===== src/rtl/control_pkg.sv =====
// Shared encodings for the control pipeline: opcodes, ALU ops, result/immediate selects, forward selects.
// The control word is one packed struct, so a pipeline bubble is simply all zeros.
package control_pkg;

    localparam logic [6:0] OP_R      = 7'b0110011;
    localparam logic [6:0] OP_I      = 7'b0010011;
    localparam logic [6:0] OP_LOAD   = 7'b0000011;
    localparam logic [6:0] OP_STORE  = 7'b0100011;
    localparam logic [6:0] OP_BRANCH = 7'b1100011;
    localparam logic [6:0] OP_JAL    = 7'b1101111;
    localparam logic [6:0] OP_JALR   = 7'b1100111;
    localparam logic [6:0] OP_LUI    = 7'b0110111;
    localparam logic [6:0] OP_AUIPC  = 7'b0010111;
    localparam logic [6:0] F7_MEXT   = 7'b0000001;

    typedef enum logic [4:0] {
        ALU_ADD   = 5'b00000,
        ALU_SUB   = 5'b00001,
        ALU_AND   = 5'b00010,
        ALU_OR    = 5'b00011,
        ALU_XOR   = 5'b00100,
        ALU_SLT   = 5'b00101,
        ALU_SLTU  = 5'b00110,
        ALU_SLL   = 5'b00111,
        ALU_SRL   = 5'b01000,
        ALU_SRA   = 5'b01001,
        ALU_PASSB = 5'b01010,
        ALU_MUL   = 5'b10000,
        ALU_MULH  = 5'b10001,
        ALU_MULHSU= 5'b10010,
        ALU_MULHU = 5'b10011,
        ALU_DIV   = 5'b10100,
        ALU_DIVU  = 5'b10101,
        ALU_REM   = 5'b10110,
        ALU_REMU  = 5'b10111
    } alu_op_t;

    typedef enum logic [1:0] {
        RES_ALU = 2'b00,
        RES_MEM = 2'b01,
        RES_PC4 = 2'b10
    } res_src_t;

    typedef enum logic [2:0] {
        IMM_I = 3'b000,
        IMM_S = 3'b001,
        IMM_B = 3'b010,
        IMM_J = 3'b011,
        IMM_U = 3'b100
    } imm_src_t;

    typedef enum logic [1:0] {
        FWD_RF = 2'b00,
        FWD_W  = 2'b01,
        FWD_M  = 2'b10
    } fwd_sel_t;

    typedef struct packed {
        logic     regwrite;
        res_src_t resultsrc;
        logic     memwrite;
        logic     jump;
        logic     branch;
        logic     alusrc;
        logic     alusrca;
        alu_op_t  alucontrol;
        logic     illegal;
    } ctrl_t;

    localparam ctrl_t CTRL_BUBBLE = '0;

    // sub only exists for register-register add; sra is selected by bit 30 for both shift forms
    function automatic alu_op_t alu_base_op(input logic [2:0] funct3, input logic bit30,
                                            input logic op5);
        alu_op_t op;
        case (funct3)
            3'b000:  op = (op5 && bit30) ? ALU_SUB : ALU_ADD;
            3'b001:  op = ALU_SLL;
            3'b010:  op = ALU_SLT;
            3'b011:  op = ALU_SLTU;
            3'b100:  op = ALU_XOR;
            3'b101:  op = bit30 ? ALU_SRA : ALU_SRL;
            3'b110:  op = ALU_OR;
            default: op = ALU_AND;
        endcase
        return op;
    endfunction

endpackage


===== src/rtl/ctrl_decoder.sv =====
// Pure combinational instruction decode into a control word; zero latency, no flow control.
// RV32M decode is enabled by CONTROL_PIPE_MEXT_EN; otherwise funct7=0000001 R-type is illegal.
module ctrl_decoder
    import control_pkg::*;
(
    input  logic [31:0] instr_i,
    output ctrl_t       ctrl_o,
    output imm_src_t    immsrc_o,
    output logic [4:0]  rs1_o,
    output logic [4:0]  rs2_o,
    output logic [4:0]  rd_o
);

    logic [6:0] opcode;
    logic [2:0] funct3;
    logic [6:0] funct7;

    assign opcode = instr_i[6:0];
    assign funct3 = instr_i[14:12];
    assign funct7 = instr_i[31:25];
    assign rs1_o  = instr_i[19:15];
    assign rs2_o  = instr_i[24:20];
    assign rd_o   = instr_i[11:7];

    always_comb begin
        ctrl_o   = CTRL_BUBBLE;
        immsrc_o = IMM_I;
        case (opcode)
            OP_R: begin
                if (funct7 == F7_MEXT) begin
`ifdef CONTROL_PIPE_MEXT_EN
                    ctrl_o.regwrite   = 1'b1;
                    ctrl_o.alucontrol = alu_op_t'({2'b10, funct3});
`else
                    ctrl_o.illegal    = 1'b1;
`endif
                end else begin
                    ctrl_o.regwrite   = 1'b1;
                    ctrl_o.alucontrol = alu_base_op(funct3, funct7[5], 1'b1);
                end
            end
            OP_I: begin
                ctrl_o.regwrite   = 1'b1;
                ctrl_o.alusrc     = 1'b1;
                ctrl_o.alucontrol = alu_base_op(funct3, funct7[5], 1'b0);
            end
            OP_LOAD: begin
                ctrl_o.regwrite  = 1'b1;
                ctrl_o.resultsrc = RES_MEM;
                ctrl_o.alusrc    = 1'b1;
            end
            OP_STORE: begin
                ctrl_o.memwrite = 1'b1;
                ctrl_o.alusrc   = 1'b1;
                immsrc_o        = IMM_S;
            end
            OP_BRANCH: begin
                ctrl_o.branch     = 1'b1;
                ctrl_o.alucontrol = ALU_SUB;
                immsrc_o          = IMM_B;
            end
            OP_JAL: begin
                ctrl_o.regwrite  = 1'b1;
                ctrl_o.resultsrc = RES_PC4;
                ctrl_o.jump      = 1'b1;
                immsrc_o         = IMM_J;
            end
            OP_JALR: begin
                ctrl_o.regwrite  = 1'b1;
                ctrl_o.resultsrc = RES_PC4;
                ctrl_o.jump      = 1'b1;
                ctrl_o.alusrc    = 1'b1;
            end
            OP_LUI: begin
                ctrl_o.regwrite   = 1'b1;
                ctrl_o.alusrc     = 1'b1;
                ctrl_o.alucontrol = ALU_PASSB;
                immsrc_o          = IMM_U;
            end
            OP_AUIPC: begin
                ctrl_o.regwrite = 1'b1;
                ctrl_o.alusrc   = 1'b1;
                ctrl_o.alusrca  = 1'b1;
                immsrc_o        = IMM_U;
            end
            default: ctrl_o.illegal = 1'b1;
        endcase
    end

endmodule


===== src/rtl/control_pipe.sv =====
// ID/EX -> EX/MEM -> MEM/WB control staging with load-use stall, flush and forward selection; one stage per cycle.
// Load-use hazards stall F/D and inject an EX bubble; CONTROL_PIPE_MEXT_EN selects RV32M decode.
module control_pipe
    import control_pkg::*;
#(
    parameter int ALUCTRL_W = 5,
    parameter int REGADDR_W = 5
) (
    input  logic                 clk,
    input  logic                 reset,
    input  logic [31:0]          instr_d,
    input  logic                 pcsrc_e,
    output logic [2:0]           immsrc_d,
    output logic                 regwrite_e,
    output logic                 regwrite_m,
    output logic                 regwrite_w,
    output logic [1:0]           resultsrc_e,
    output logic [1:0]           resultsrc_m,
    output logic [1:0]           resultsrc_w,
    output logic                 memwrite_e,
    output logic                 memwrite_m,
    output logic                 jump_e,
    output logic                 branch_e,
    output logic                 alusrc_e,
    output logic                 alusrca_e,
    output logic [ALUCTRL_W-1:0] alucontrol_e,
    output logic                 illegal_e,
    output logic [REGADDR_W-1:0] rs1_e,
    output logic [REGADDR_W-1:0] rs2_e,
    output logic [REGADDR_W-1:0] rd_e,
    output logic [REGADDR_W-1:0] rd_m,
    output logic [REGADDR_W-1:0] rd_w,
    output logic                 stall_f,
    output logic                 stall_d,
    output logic                 flush_d,
    output logic                 flush_e,
    output logic [1:0]           forwarda_e,
    output logic [1:0]           forwardb_e
);

    ctrl_t          dec_ctrl;
    imm_src_t       dec_imm;
    logic [4:0]     dec_rs1, dec_rs2, dec_rd;

    ctrl_t          idex_ctrl_q, idex_ctrl_d;
    logic [REGADDR_W-1:0] rs1_e_q, rs1_e_d, rs2_e_q, rs2_e_d, rd_e_q, rd_e_d;
    logic           regwrite_m_q, regwrite_m_d, memwrite_m_q, memwrite_m_d;
    res_src_t       resultsrc_m_q, resultsrc_m_d;
    logic [REGADDR_W-1:0] rd_m_q, rd_m_d;
    logic           regwrite_w_q, regwrite_w_d;
    res_src_t       resultsrc_w_q, resultsrc_w_d;
    logic [REGADDR_W-1:0] rd_w_q, rd_w_d;

    logic           lwstall, flush_ex;
    fwd_sel_t       fwd_a, fwd_b;

    ctrl_decoder u_dec (
        .instr_i  (instr_d),
        .ctrl_o   (dec_ctrl),
        .immsrc_o (dec_imm),
        .rs1_o    (dec_rs1),
        .rs2_o    (dec_rs2),
        .rd_o     (dec_rd)
    );

    // x0 never creates a hazard, so a load to x0 does not stall
    assign lwstall  = (idex_ctrl_q.resultsrc == RES_MEM) && (rd_e_q != '0) &&
                      ((rd_e_q == REGADDR_W'(dec_rs1)) || (rd_e_q == REGADDR_W'(dec_rs2)));
    assign flush_ex = lwstall | pcsrc_e;

    always_comb begin
        idex_ctrl_d   = dec_ctrl;
        rs1_e_d       = REGADDR_W'(dec_rs1);
        rs2_e_d       = REGADDR_W'(dec_rs2);
        rd_e_d        = REGADDR_W'(dec_rd);
        if (flush_ex) begin
            idex_ctrl_d = CTRL_BUBBLE;
            rs1_e_d     = '0;
            rs2_e_d     = '0;
            rd_e_d      = '0;
        end
        regwrite_m_d  = idex_ctrl_q.regwrite;
        resultsrc_m_d = idex_ctrl_q.resultsrc;
        memwrite_m_d  = idex_ctrl_q.memwrite;
        rd_m_d        = rd_e_q;
        regwrite_w_d  = regwrite_m_q;
        resultsrc_w_d = resultsrc_m_q;
        rd_w_d        = rd_m_q;
    end

    always_ff @(posedge clk) begin
        if (reset) begin
            idex_ctrl_q   <= CTRL_BUBBLE;
            rs1_e_q       <= '0;
            rs2_e_q       <= '0;
            rd_e_q        <= '0;
            regwrite_m_q  <= 1'b0;
            resultsrc_m_q <= RES_ALU;
            memwrite_m_q  <= 1'b0;
            rd_m_q        <= '0;
            regwrite_w_q  <= 1'b0;
            resultsrc_w_q <= RES_ALU;
            rd_w_q        <= '0;
        end else begin
            idex_ctrl_q   <= idex_ctrl_d;
            rs1_e_q       <= rs1_e_d;
            rs2_e_q       <= rs2_e_d;
            rd_e_q        <= rd_e_d;
            regwrite_m_q  <= regwrite_m_d;
            resultsrc_m_q <= resultsrc_m_d;
            memwrite_m_q  <= memwrite_m_d;
            rd_m_q        <= rd_m_d;
            regwrite_w_q  <= regwrite_w_d;
            resultsrc_w_q <= resultsrc_w_d;
            rd_w_q        <= rd_w_d;
        end
    end

    // the younger producer in MEM takes precedence over WB
    always_comb begin
        fwd_a = FWD_RF;
        if (regwrite_m_q && (rd_m_q != '0) && (rd_m_q == rs1_e_q))
            fwd_a = FWD_M;
        else if (regwrite_w_q && (rd_w_q != '0) && (rd_w_q == rs1_e_q))
            fwd_a = FWD_W;
        fwd_b = FWD_RF;
        if (regwrite_m_q && (rd_m_q != '0) && (rd_m_q == rs2_e_q))
            fwd_b = FWD_M;
        else if (regwrite_w_q && (rd_w_q != '0) && (rd_w_q == rs2_e_q))
            fwd_b = FWD_W;
    end

    assign immsrc_d     = dec_imm;
    assign regwrite_e   = idex_ctrl_q.regwrite;
    assign resultsrc_e  = idex_ctrl_q.resultsrc;
    assign memwrite_e   = idex_ctrl_q.memwrite;
    assign jump_e       = idex_ctrl_q.jump;
    assign branch_e     = idex_ctrl_q.branch;
    assign alusrc_e     = idex_ctrl_q.alusrc;
    assign alusrca_e    = idex_ctrl_q.alusrca;
    assign alucontrol_e = ALUCTRL_W'(idex_ctrl_q.alucontrol);
    assign illegal_e    = idex_ctrl_q.illegal;
    assign rs1_e        = rs1_e_q;
    assign rs2_e        = rs2_e_q;
    assign rd_e         = rd_e_q;
    assign regwrite_m   = regwrite_m_q;
    assign resultsrc_m  = resultsrc_m_q;
    assign memwrite_m   = memwrite_m_q;
    assign rd_m         = rd_m_q;
    assign regwrite_w   = regwrite_w_q;
    assign resultsrc_w  = resultsrc_w_q;
    assign rd_w         = rd_w_q;
    assign stall_f      = lwstall;
    assign stall_d      = lwstall;
    assign flush_d      = pcsrc_e;
    assign flush_e      = flush_ex;
    assign forwarda_e   = fwd_a;
    assign forwardb_e   = fwd_b;

endmodule

===== config.mk =====
export PLATFORM = sky130hd
export DESIGN_NAME = control_pipe
export DESIGN_NICKNAME = d
export VERILOG_FILES = /design/src/rtl/control_pkg.sv /design/src/rtl/ctrl_decoder.sv /design/src/rtl/control_pipe.sv
export SDC_FILE = /design/constraint.sdc
export NUM_CORES = 1
export LEC_CHECK = 0
export BUFFER_PORTS_ARGS = -buffer_cell sky130_fd_sc_hd__buf_2
export CAP_MARGIN = 0
export CORE_ASPECT_RATIO = 0.8
export CORE_MARGIN = 1.5
export CORE_UTILIZATION = 40
export CTS_BUF_LIST = sky130_fd_sc_hd__clkbuf_16
export CTS_CLUSTER_SIZE = 20
export DETAILED_ROUTE_END_ITERATION = 6
export GPL_ROUTABILITY_DRIVEN = 0
export GPL_TIMING_DRIVEN = 0
export PLACE_DENSITY_LB_ADDON = 0.25
export SLEW_MARGIN = 20
export SYNTH_ARGS = -nofsm -noshare
export SYNTH_HDL_FRONTEND = slang
export SYNTH_HIERARCHICAL = 1
export SYNTH_SLANG_ARGS = --single-unit

===== constraint.sdc =====
create_clock -name clk -period 1.59 [get_ports clk]
set_input_delay 0.0795 -clock clk [delete_from_list [all_inputs] [get_ports clk]]
set_output_delay 0.0795 -clock clk [all_outputs]
set_load 0.02 [all_outputs]

==> impl_metrics.py, run 1 <==
metrics = {
    "cells_and_area": {
        "fin_cells": 419,
        "final_cell_mix": "buf_2 (72), nand2_1 (33), buf_4 (28), dfxtp_1 (28), a21oi_2 (23)",
        "final_util": 0.606,
        "mostFrequentLayoutCell": "buf_2",
        "syn_to_final_growth_pct": 45.7,
        "drive_above_1_share": 0.543,
        "antennaDiodeCount": 0,
        "nets": 375,
        "nFillCells": 488,
    },
    "drt": {
        "ant_nets": 0,
        "route.detailed.drc": 0,
        "routed_wl_um": 6100,
        "drtPass1Iterations": 4,
        "viasPerCell": 4.81,
        "wire_per_inst_um": 14.6,
        "drt-initial-drc-count": 79,
        "vias": 2017,
    },
    "status": {
        "status": "finished with violations",
        "violations": "setup timing",
    },
    "setup_path": {
        "cp_max_fo": 2,
        "required_ns": 1.51,
        "crit_arrival_ns": 1.84,
        "crit_path_end_kind": "primary output",
        "cp-start-kind": "flip-flop",
        "worstSetupPathType": "reg2out",
    },
    "placement": {
        "place_hpwl_um": 4320,
        "dp_worst_setup_slack_ns": -0.138,
        "io_buffers": 75,
        "place_inst": 400,
    },
    "sta": {
        "min_period_over_period": 1.21,
        "post-route-min-period_ns": 1.92,
        "setup_viol": 27,
        "max_clock_freq_ghz": 0.520,
        "skew_ns": 0.00669,
        "hold_viol_final": 0,
        "worst_slew_pin_slew_ns": 0.521,
        "slew-limit-headroom": 0.653,
        "setup_tns_ns": -3.14,
        "layout_setup_ws_ns": -0.333,
        "drv_slew": 0,
        "rsz0062_at_grt": "yes",
    },
    "synth": {
        "ys_ff_latch": 46,
        "syn_inst": 247,
        "yosysTopAreaCell": "dfxtp_1",
        "avgSynthCellArea_um2": 9.15,
        "ys_types": 41,
        "synth_top_area_frac": 0.408,
        "synth_area_leaders": "dfxtp_1 (41%), a21oi_1 (6.6%), xnor2_1 (6.6%), buf_4 (6.0%), xor2_1 (5.8%)",
        "synth.cell_area_um2": 2260,
        "ys.warnings.count": 6,
        "synth_nets": 282,
        "synth-seq-area-share": 0.408,
    },
    "cts": {
        "tritoncts": "done",
        "cts-buffers-inserted": 5,
        "clk_latency_ns": 0.28,
        "cts_buffer_depth": 2,
        "cts_hold_buf": 0,
        "root_buffer": "clkbuf_16",
        "htree_num_levels": 2,
        "clock_sinks": 46,
        "clk_pin_slew_ns": 0.06,
    },
    "floorplan": {
        "coreArea_um2": 5440,
        "start_util": 0.416,
        "die_area_um2": 6110,
        "row_count": 24,
        "io_pins": 92,
        "die_w_um": 87.0,
        "die-height_um": 70.2,
    },
    "global_route": {
        "grt_pass1_vias": 1977,
        "grt-ovfl-total": 0,
        "grt_pass1_wl_um": 9700,
        "antenna_found_initial": 0,
        "grt_max_degree": 14,
        "grt_usage": 0.208,
    },
    "worst_hold_path": {
        "min_path_type": "in2reg",
    },
    "power_and_ir_drop": {
        "p_per_area_nw_per_um2": 773,
        "power_uw": 2540,
        "ir_drop_mv": 0.427,
        "p_leak_uw": 0.00148,
    },
    "flow_run": {
        "maxCapViolations": 0,
    },
}
==> through the flow <==
stage / hold slack (ns) / cell area, um^2
floorplan: 0.141 / 2340
global placement: 0.307 / 2810
detailed placement: 0.309 / 2810
CTS: 0.0163 / 3220
global route: 0.0185 / 3290
finish: 0.0242 / 3290
==> flip-flops by register name, indices dropped and copies added, names as in the netlist, 2 cells and up <==
| name | flops |
|---|---|
| rd_w | 5 |
| rd_e | 5 |
| rs2_e | 5 |
| rs1_e | 5 |
| resultsrc_m | 2 |
| alucontrol_e | 5 |
| resultsrc_e | 2 |
| rd_m | 5 |
| resultsrc_w | 2 |
==> Yosys cell counts (all sizes together) <==
library cell / number
o2bb2ai: 1
nor3: 2
nand4bb: 1
or4: 5
nand3: 6
a2111oi: 2
nor3b: 2
nand2b: 1
a21o: 1
nor4: 7
a311oi: 2
a22o: 1
dfxtp: 46
conb: 1
a32o: 2
clkbuf: 5
a211o: 1
inv: 1
xor2: 15
nand3b: 4
a21oi: 30
nor2: 8
nor2b: 19
nand2: 33
mux2: 1
o22ai: 1
and2: 4
xnor2: 17
o21ai: 3
buf: 25
==> worst paths after layout <==
check        cells past startpoint  slack (ns)             startpoint                    end
max                              7       -0.33     rd_e[2]$_SDFF_PP0_                stall_f
min                              3        0.02            instr_d[10]     rd_e[3]$_SDFF_PP0_
max reg2reg                      7       -0.11     rd_e[2]$_SDFF_PP0_    rs2_e[1]$_SDFF_PP0_
min reg2reg                      1        0.46  regwrite_e$_SDFF_PP0_  regwrite_m$_SDFF_PP0_
==> worst max-delay path, stage by stage, from the launching register on <==
cell,delay [ns]
dfxtp_4,0.35
or4_4,0.53
nor2_4,0.13
nor3b_2,0.06
buf_6,0.12
and2_4,0.15
buf_6,0.10
buf_6,0.12
==> cell type report <==
class / instances / area, um^2 / area share
clock buffers: 5 / 125 / 0.0380
plain buffers: 30 / 234 / 0.0711
inverters: 1 / 3.75 / 0.00114
flip-flops and latches: 46 / 963 / 0.293
well taps: 78 / 97.6 / 0.0296
multi-input cells: 170 / 1330 / 0.403
clock inverters: 3 / 12.5 / 0.00380
repair buffers: 86 / 528 / 0.160
==> timing repair <==
action	CTS	global route
buffers inserted	9	0
pin swaps	13	7
gates resized for setup	49	18
gates cloned	2	0
endpoints found under the setup margin	27	34
==> cells by family (layout without fill, tap and decap cells) <==
| kind of cell | count (synthesis) | after routing | synth area share |
|---|---|---|---|
| buffers and inverters | 31 | 125 | 0.0963 |
| and+or+nand+nor | 92 | 92 | 0.243 |
| DFF | 46 | 46 | 0.408 |
| other | 1 | 1 | 0.00166 |
| muxes | 1 | 1 | 0.00498 |
| AOI/OAI and AO/OA | 44 | 44 | 0.123 |
| xor gates and xnor gates | 32 | 32 | 0.124 |
==> report_power, final <==
part / switching [uW] / internal, uW
sequential: 30.2 / 1170
combinational: 208 / 167
clock: 402 / 568
==> layer usage <==
layer | global-route usage | part of all wire | vias to the layer above
met5 | 0 | 0 | -
met2 | 0.331 | 0.46 | 62
met3 | 0.0544 | 0.052 | 9
met4 | 0.0538 | 0.016 | 0
met1 | 0.281 | 0.47 | 936
li1 | - | - | 1010
Note: power is estimated with default switching activity, not from simulation.
==> run 2, diff against run 1 <==
--- a/config.mk
+++ b/config.mk
@@ -16,6 +16,7 @@
 export GPL_ROUTABILITY_DRIVEN = 0
 export GPL_TIMING_DRIVEN = 0
 export PLACE_DENSITY_LB_ADDON = 0.25
+export REMOVE_ABC_BUFFERS = 1
 export SLEW_MARGIN = 20
 export SYNTH_ARGS = -nofsm -noshare
 export SYNTH_HDL_FRONTEND = slang
==> run 2 against run 1 <==
The run still ends with setup timing left. Die area unchanged. Critical path type unchanged. Core utilization decreased by 0.55 points. Sequential share of layout area increased by 0.15 points. Critical endpoint is now forwardb_e[0]. Largest cell class unchanged.
==> impl_metrics.py, run 2 (same netlist as run 1, synthesis figures left out) <==
metrics = {
    "setup_path": {
        "required_ns": 1.51,
        "worstSetupPathType": "reg2out",
        "worst-path-buf-inv": 1,
        "cp_slowest_stage_delay_ns": 0.52,
        "crit_path_cell_trace": "xor2_1, or4_4, nor4_2, buf_2",
        "crit_arrival_ns": 1.80,
        "path_delay_family": "simple AND/OR/NAND/NOR gates",
        "crit_path_end_kind": "primary output",
        "cp-start-kind": "flip-flop",
        "cp_max_fo": 3,
        "slowest_stage": "or4_4",
    },
    "sta": {
        "drv_slew": 0,
        "slew-limit-headroom": 0.556,
        "worst_slew_pin_slew_ns": 0.665,
        "min_period_over_period": 1.18,
        "fin_hold_ws_ns": 0.0108,
        "setup_viol": 20,
        "hold_viol_final": 0,
        "max_clock_freq_ghz": 0.532,
        "post-route-min-period_ns": 1.88,
        "skew_ns": 0.00612,
        "rsz0062_at_grt": "yes",
        "layout_setup_ws_ns": -0.290,
    },
    "cells_and_area": {
        "final_area_um2": 3260,
        "antennaDiodeCount": 0,
        "final_util": 0.600,
        "seq_area_um2": 960,
        "nFillCells": 488,
        "syn_to_final_growth_pct": 44.4,
        "final_cell_mix": "buf_2 (85), nand2_1 (33), dfxtp_1 (29), nor2b_1 (19), a21oi_2 (16)",
        "nets": 370,
        "drive_above_1_share": 0.536,
        "mostFrequentLayoutCell": "buf_2",
        "multi_input_area_um2": 1310,
    },
    "drt": {
        "wire_per_inst_um": 13.9,
        "routed_wl_um": 5750,
        "vias": 1991,
        "drt-initial-drc-count": 83,
        "route.detailed.drc": 0,
        "drtPass1Iterations": 4,
        "viasPerCell": 4.81,
        "ant_nets": 0,
    },
    "cts": {
        "htree_num_levels": 2,
        "tritoncts": "done",
        "clock_sinks": 46,
        "cts_buffer_depth": 2,
        "clk_latency_ns": 0.29,
        "root_buffer": "clkbuf_16",
        "clk_pin_slew_ns": 0.06,
        "cts-buffers-inserted": 5,
    },
    "global_route": {
        "antenna_found_initial": 0,
        "grt_usage": 0.195,
        "grt_pass1_vias": 1879,
        "grt_max_degree": 19,
        "grt_pass1_wl_um": 9080,
        "grt-ovfl-total": 0,
    },
    "power_and_ir_drop": {
        "p_per_area_nw_per_um2": 846,
        "power_uw": 2760,
        "p_leak_uw": 0.00149,
        "ir_drop_mv": 0.587,
    },
    "worst_hold_path": {
        "min_path_type": "in2reg",
    },
    "floorplan": {
        "coreArea_um2": 5440,
        "start_util": 0.416,
        "die-height_um": 70.2,
        "row_count": 24,
        "die_area_um2": 6110,
        "io_pins": 92,
        "die_w_um": 87.0,
    },
    "placement": {
        "io_buffers": 91,
        "place_hpwl_um": 4060,
        "placed_cell_area_um2": 2680,
        "dp_worst_setup_slack_ns": -0.216,
    },
    "status": {
        "violations": "setup timing",
        "status": "finished with violations",
    },
    "flow_run": {
        "maxCapViolations": 0,
    },
}
-- run 2: stage by stage --
step,TNS [ns],cells
6_report,-1.58,414
5_1_grt,-2.66,414
4_1_cts,-1.74,410
3_5_place_dp,-4.08,389
3_3_place_gp,-36.87,386
2_1_floorplan,-19.04,217
-- run 2: area by class of cell --
type	count	area share
tap	78	0.0299
sequential	46	0.294
timing repair buffer	111	0.220
clock inverter	3	0.0134
clock buffer	5	0.0384
multi-input combinational	170	0.403
inverter	1	0.00115
-- run 2: where the power goes --
part           leakage, uW  internal, uW  switching (uW)
sequential        0.000383          1170            31.6
combinational      0.00103           175             210
clock            0.0000842           743             429
total              0.00149          2090             671
-- run 2: worst paths after layout --
check | startpoint | to | slack, ns | cells after the start
worst max-delay path | rs2_e[4]$_SDFF_PP0_ | forwardb_e[0] | -0.29 | 4
worst min-delay path | instr_d[11] | rd_e[4]$_SDFF_PP0_ | 0.01 | 3
worst max register to register | rd_e[1]$_SDFF_PP0_ | rs2_e[4]$_SDFF_PP0_ | -0.03 | 6
worst min register to register | regwrite_e$_SDFF_PP0_ | regwrite_m$_SDFF_PP0_ | 0.46 | 1
-- run 2: timing repair --
action,4_1_cts,5_1_grt
pin swaps,17,14
gates resized for setup,47,26
setup buffers,11,4
endpoints found under the setup margin,35,27
endpoints found under the hold margin,2,0
cloned,1,1
hold buffers,2,0
-- run 2: tightest hold or removal path, stage by stage --
cell	delay, ns
buf_2	0.10
nand2_1	0.05
a21oi_1	0.03
-- run 2: per-layer routing --
metal  share of wire  vias to the layer above  wire (um)  track usage
li1                -                      999          -            -
met1            0.47                      918       2720        0.271
met2            0.46                       66       2630        0.292
met3           0.052                        8        300       0.0437
met4           0.017                        0         98       0.0789
met5               0                        -          0            0
==> run 3, diff against run 2 <==
--- a/config.mk
+++ b/config.mk
@@ -14,7 +14,7 @@
 export CTS_CLUSTER_SIZE = 20
 export DETAILED_ROUTE_END_ITERATION = 6
 export GPL_ROUTABILITY_DRIVEN = 0
-export GPL_TIMING_DRIVEN = 0
+export GPL_TIMING_DRIVEN = 1
 export PLACE_DENSITY_LB_ADDON = 0.25
 export REMOVE_ABC_BUFFERS = 1
 export SLEW_MARGIN = 20
==> run 3 against run 2 <==
The flow still finishes with violations (setup timing). Flip-flop and latch count unchanged. Largest cell class unchanged. Highest routed layer unchanged. Final area down 0.31%. First-iteration DRC count down 7.2%. Largest power group is now the clock network. Worst setup slack worse by 0.0071 ns. Combinational power about the same. Sequential share of layout area down 0.64 points. Critical path depth up 1. Register-to-register slack better by 0.07 ns. Non-clock buffer count up 11. Core utilization down 0.18 points. Worst hold slack worse by 0.0058 ns.
==> impl_metrics.py, run 3 (same netlist as run 1, synthesis figures left out) <==
metrics = {
    "status": {
        "status": "finished with violations",
        "violations": "setup timing",
    },
    "cells_and_area": {
        "final_cell_mix": "buf_2 (85), dfxtp_1 (38), nand2_1 (33), buf_4 (26), nor2b_1 (19)",
        "fin_cells": 425,
        "mostFrequentLayoutCell": "buf_2",
        "final_util": 0.598,
        "final_area_um2": 3250,
        "nets": 381,
        "multi_input_area_um2": 1300,
        "drive_above_1_share": 0.510,
        "antennaDiodeCount": 0,
        "seq_area_um2": 936,
        "nFillCells": 468,
        "syn_to_final_growth_pct": 43.9,
    },
    "floorplan": {
        "coreArea_um2": 5440,
        "die_area_um2": 6110,
        "die_w_um": 87.0,
        "die-height_um": 70.2,
        "row_count": 24,
        "start_util": 0.416,
        "io_pins": 92,
    },
    "drt": {
        "vias": 2021,
        "drtPass1Iterations": 4,
        "route.detailed.drc": 0,
        "viasPerCell": 4.76,
        "drt-initial-drc-count": 77,
        "wire_per_inst_um": 13.5,
        "ant_nets": 0,
        "routed_wl_um": 5720,
    },
    "power_and_ir_drop": {
        "p_leak_uw": 0.00152,
        "pwr-share-seq": 0.430,
        "p_int_uw": 2100,
        "p_clk_frac": 0.432,
        "power_uw": 2790,
        "ir_drop_mv": 0.538,
        "p_per_area_nw_per_um2": 859,
        "comb_power_share": 0.137,
        "power_switching_uw": 693,
        "swShare": 0.248,
    },
    "setup_path": {
        "crit_path_cell_trace": "or4_1, o21ai_1, or4_1, nor4_2, buf_2",
        "cp_max_fo": 4,
        "crit_path_end_kind": "primary output",
        "cp_slowest_stage_delay_ns": 0.54,
        "slowest_stage": "or4_1",
        "path_delay_family": "simple AND/OR/NAND/NOR gates",
        "crit_arrival_ns": 1.81,
        "worstSetupPathType": "reg2out",
        "required_ns": 1.51,
        "crit_top_cell": "or4_1",
        "worst-path-buf-inv": 1,
        "cp-start-kind": "flip-flop",
    },
    "cts": {
        "clk_latency_ns": 0.29,
        "clock_sinks": 46,
        "root_buffer": "clkbuf_16",
        "cts-buffers-inserted": 5,
        "tritoncts": "done",
        "clk_pin_slew_ns": 0.06,
        "htree_num_levels": 2,
        "cts_buffer_depth": 2,
    },
    "sta": {
        "post-route-min-period_ns": 1.89,
        "setup_viol": 7,
        "min_period_over_period": 1.19,
        "hold_viol_final": 0,
        "rsz0062_at_grt": "yes",
        "layout_setup_ws_ns": -0.297,
        "skew_ns": 0.00453,
        "max_clock_freq_ghz": 0.530,
        "drv_slew": 0,
    },
    "global_route": {
        "grt_max_degree": 18,
        "grt_pass1_wl_um": 8870,
        "grt_pass1_vias": 1875,
        "antenna_found_initial": 0,
        "grt_usage": 0.187,
        "grt-ovfl-total": 0,
    },
    "flow_run": {
        "maxCapViolations": 0,
    },
    "placement": {
        "place_inst": 407,
        "place_hpwl_um": 4310,
        "placed_cell_area_um2": 2770,
        "io_buffers": 91,
    },
    "worst_hold_path": {
        "min_path_type": "in2reg",
    },
}
==> run 3: path summary, 6_finish.rpt <==
path	start	to	slack [ns]	cells past startpoint
max reg2reg	rd_e[0]$_SDFF_PP0_	rs2_e[4]$_SDFF_PP0_	0.04	7
max	rd_w[4]$_SDFF_PP0_	forwarda_e[0]	-0.30	5
min	instr_d[9]	rd_e[2]$_SDFF_PP0_	0.005	3
min reg2reg	memwrite_e$_SDFF_PP0_	memwrite_m$_SDFF_PP0_	0.47	1
==> run 3: worst register-to-register path: stages, from the launching register on <==
cell     delay, ns
dfxtp_4       0.37
xnor2_1       0.20
nand3_1       0.13
o22ai_2       0.22
buf_6         0.13
buf_6         0.16
buf_4         0.16
a21oi_1       0.07
==> run 3: per-stage QoR <==
step | setup WS [ns] | hold WS, ns | setup TNS (ns)
after floorplan | -0.863 | 0.151 | -19.04
after global placement | 0.0201 | 0.309 | 0
after detailed placement | -0.0291 | 0.306 | -0.0469
after CTS | -0.323 | 0.00292 | -1.29
after global routing | -0.365 | 0.0183 | -1.69
final | -0.297 | 0.00506 | -1.09
==> run 3: layout make-up <==
class,count,share of cell area
multi-input combinational,170,0.400
sequential,46,0.288
timing repair buffer,122,0.228
clock buffer,5,0.0385
tap,78,0.0300
clock inverter,3,0.0150
inverter,1,0.00115
==> run 3: layer usage <==
metal  up-vias  share of wire  global-route usage
li1       1016              -                   -
met1       940           0.48               0.250
met2        60           0.47               0.299
met3         5          0.049              0.0544
met4         0         0.0070              0.0376
met5         -              0                   0
==> run 3: power by group through the flow <==
stage / Combinational [uW] / Clock, uW / Sequential [uW]
6_report: 384 / 1210 / 1200
5_1_grt: 415 / 1270 / 1200
4_1_cts: 362 / 1230 / 1200
3_5_place_dp: 328 / 0 / 1230
3_3_place_gp: 323 / 0 / 1230
2_1_floorplan: 129 / 0 / 1260
==> run 3: repair_timing <==
| action | in CTS | in global routing |
|---|---|---|
| setup buffers | 5 | 2 |
| endpoints found under the hold margin | 3 | 0 |
| hold buffers | 3 | 0 |
| gates resized for setup | 30 | 26 |
| endpoints found under the setup margin | 7 | 32 |
| pin swaps | 13 | 6 |
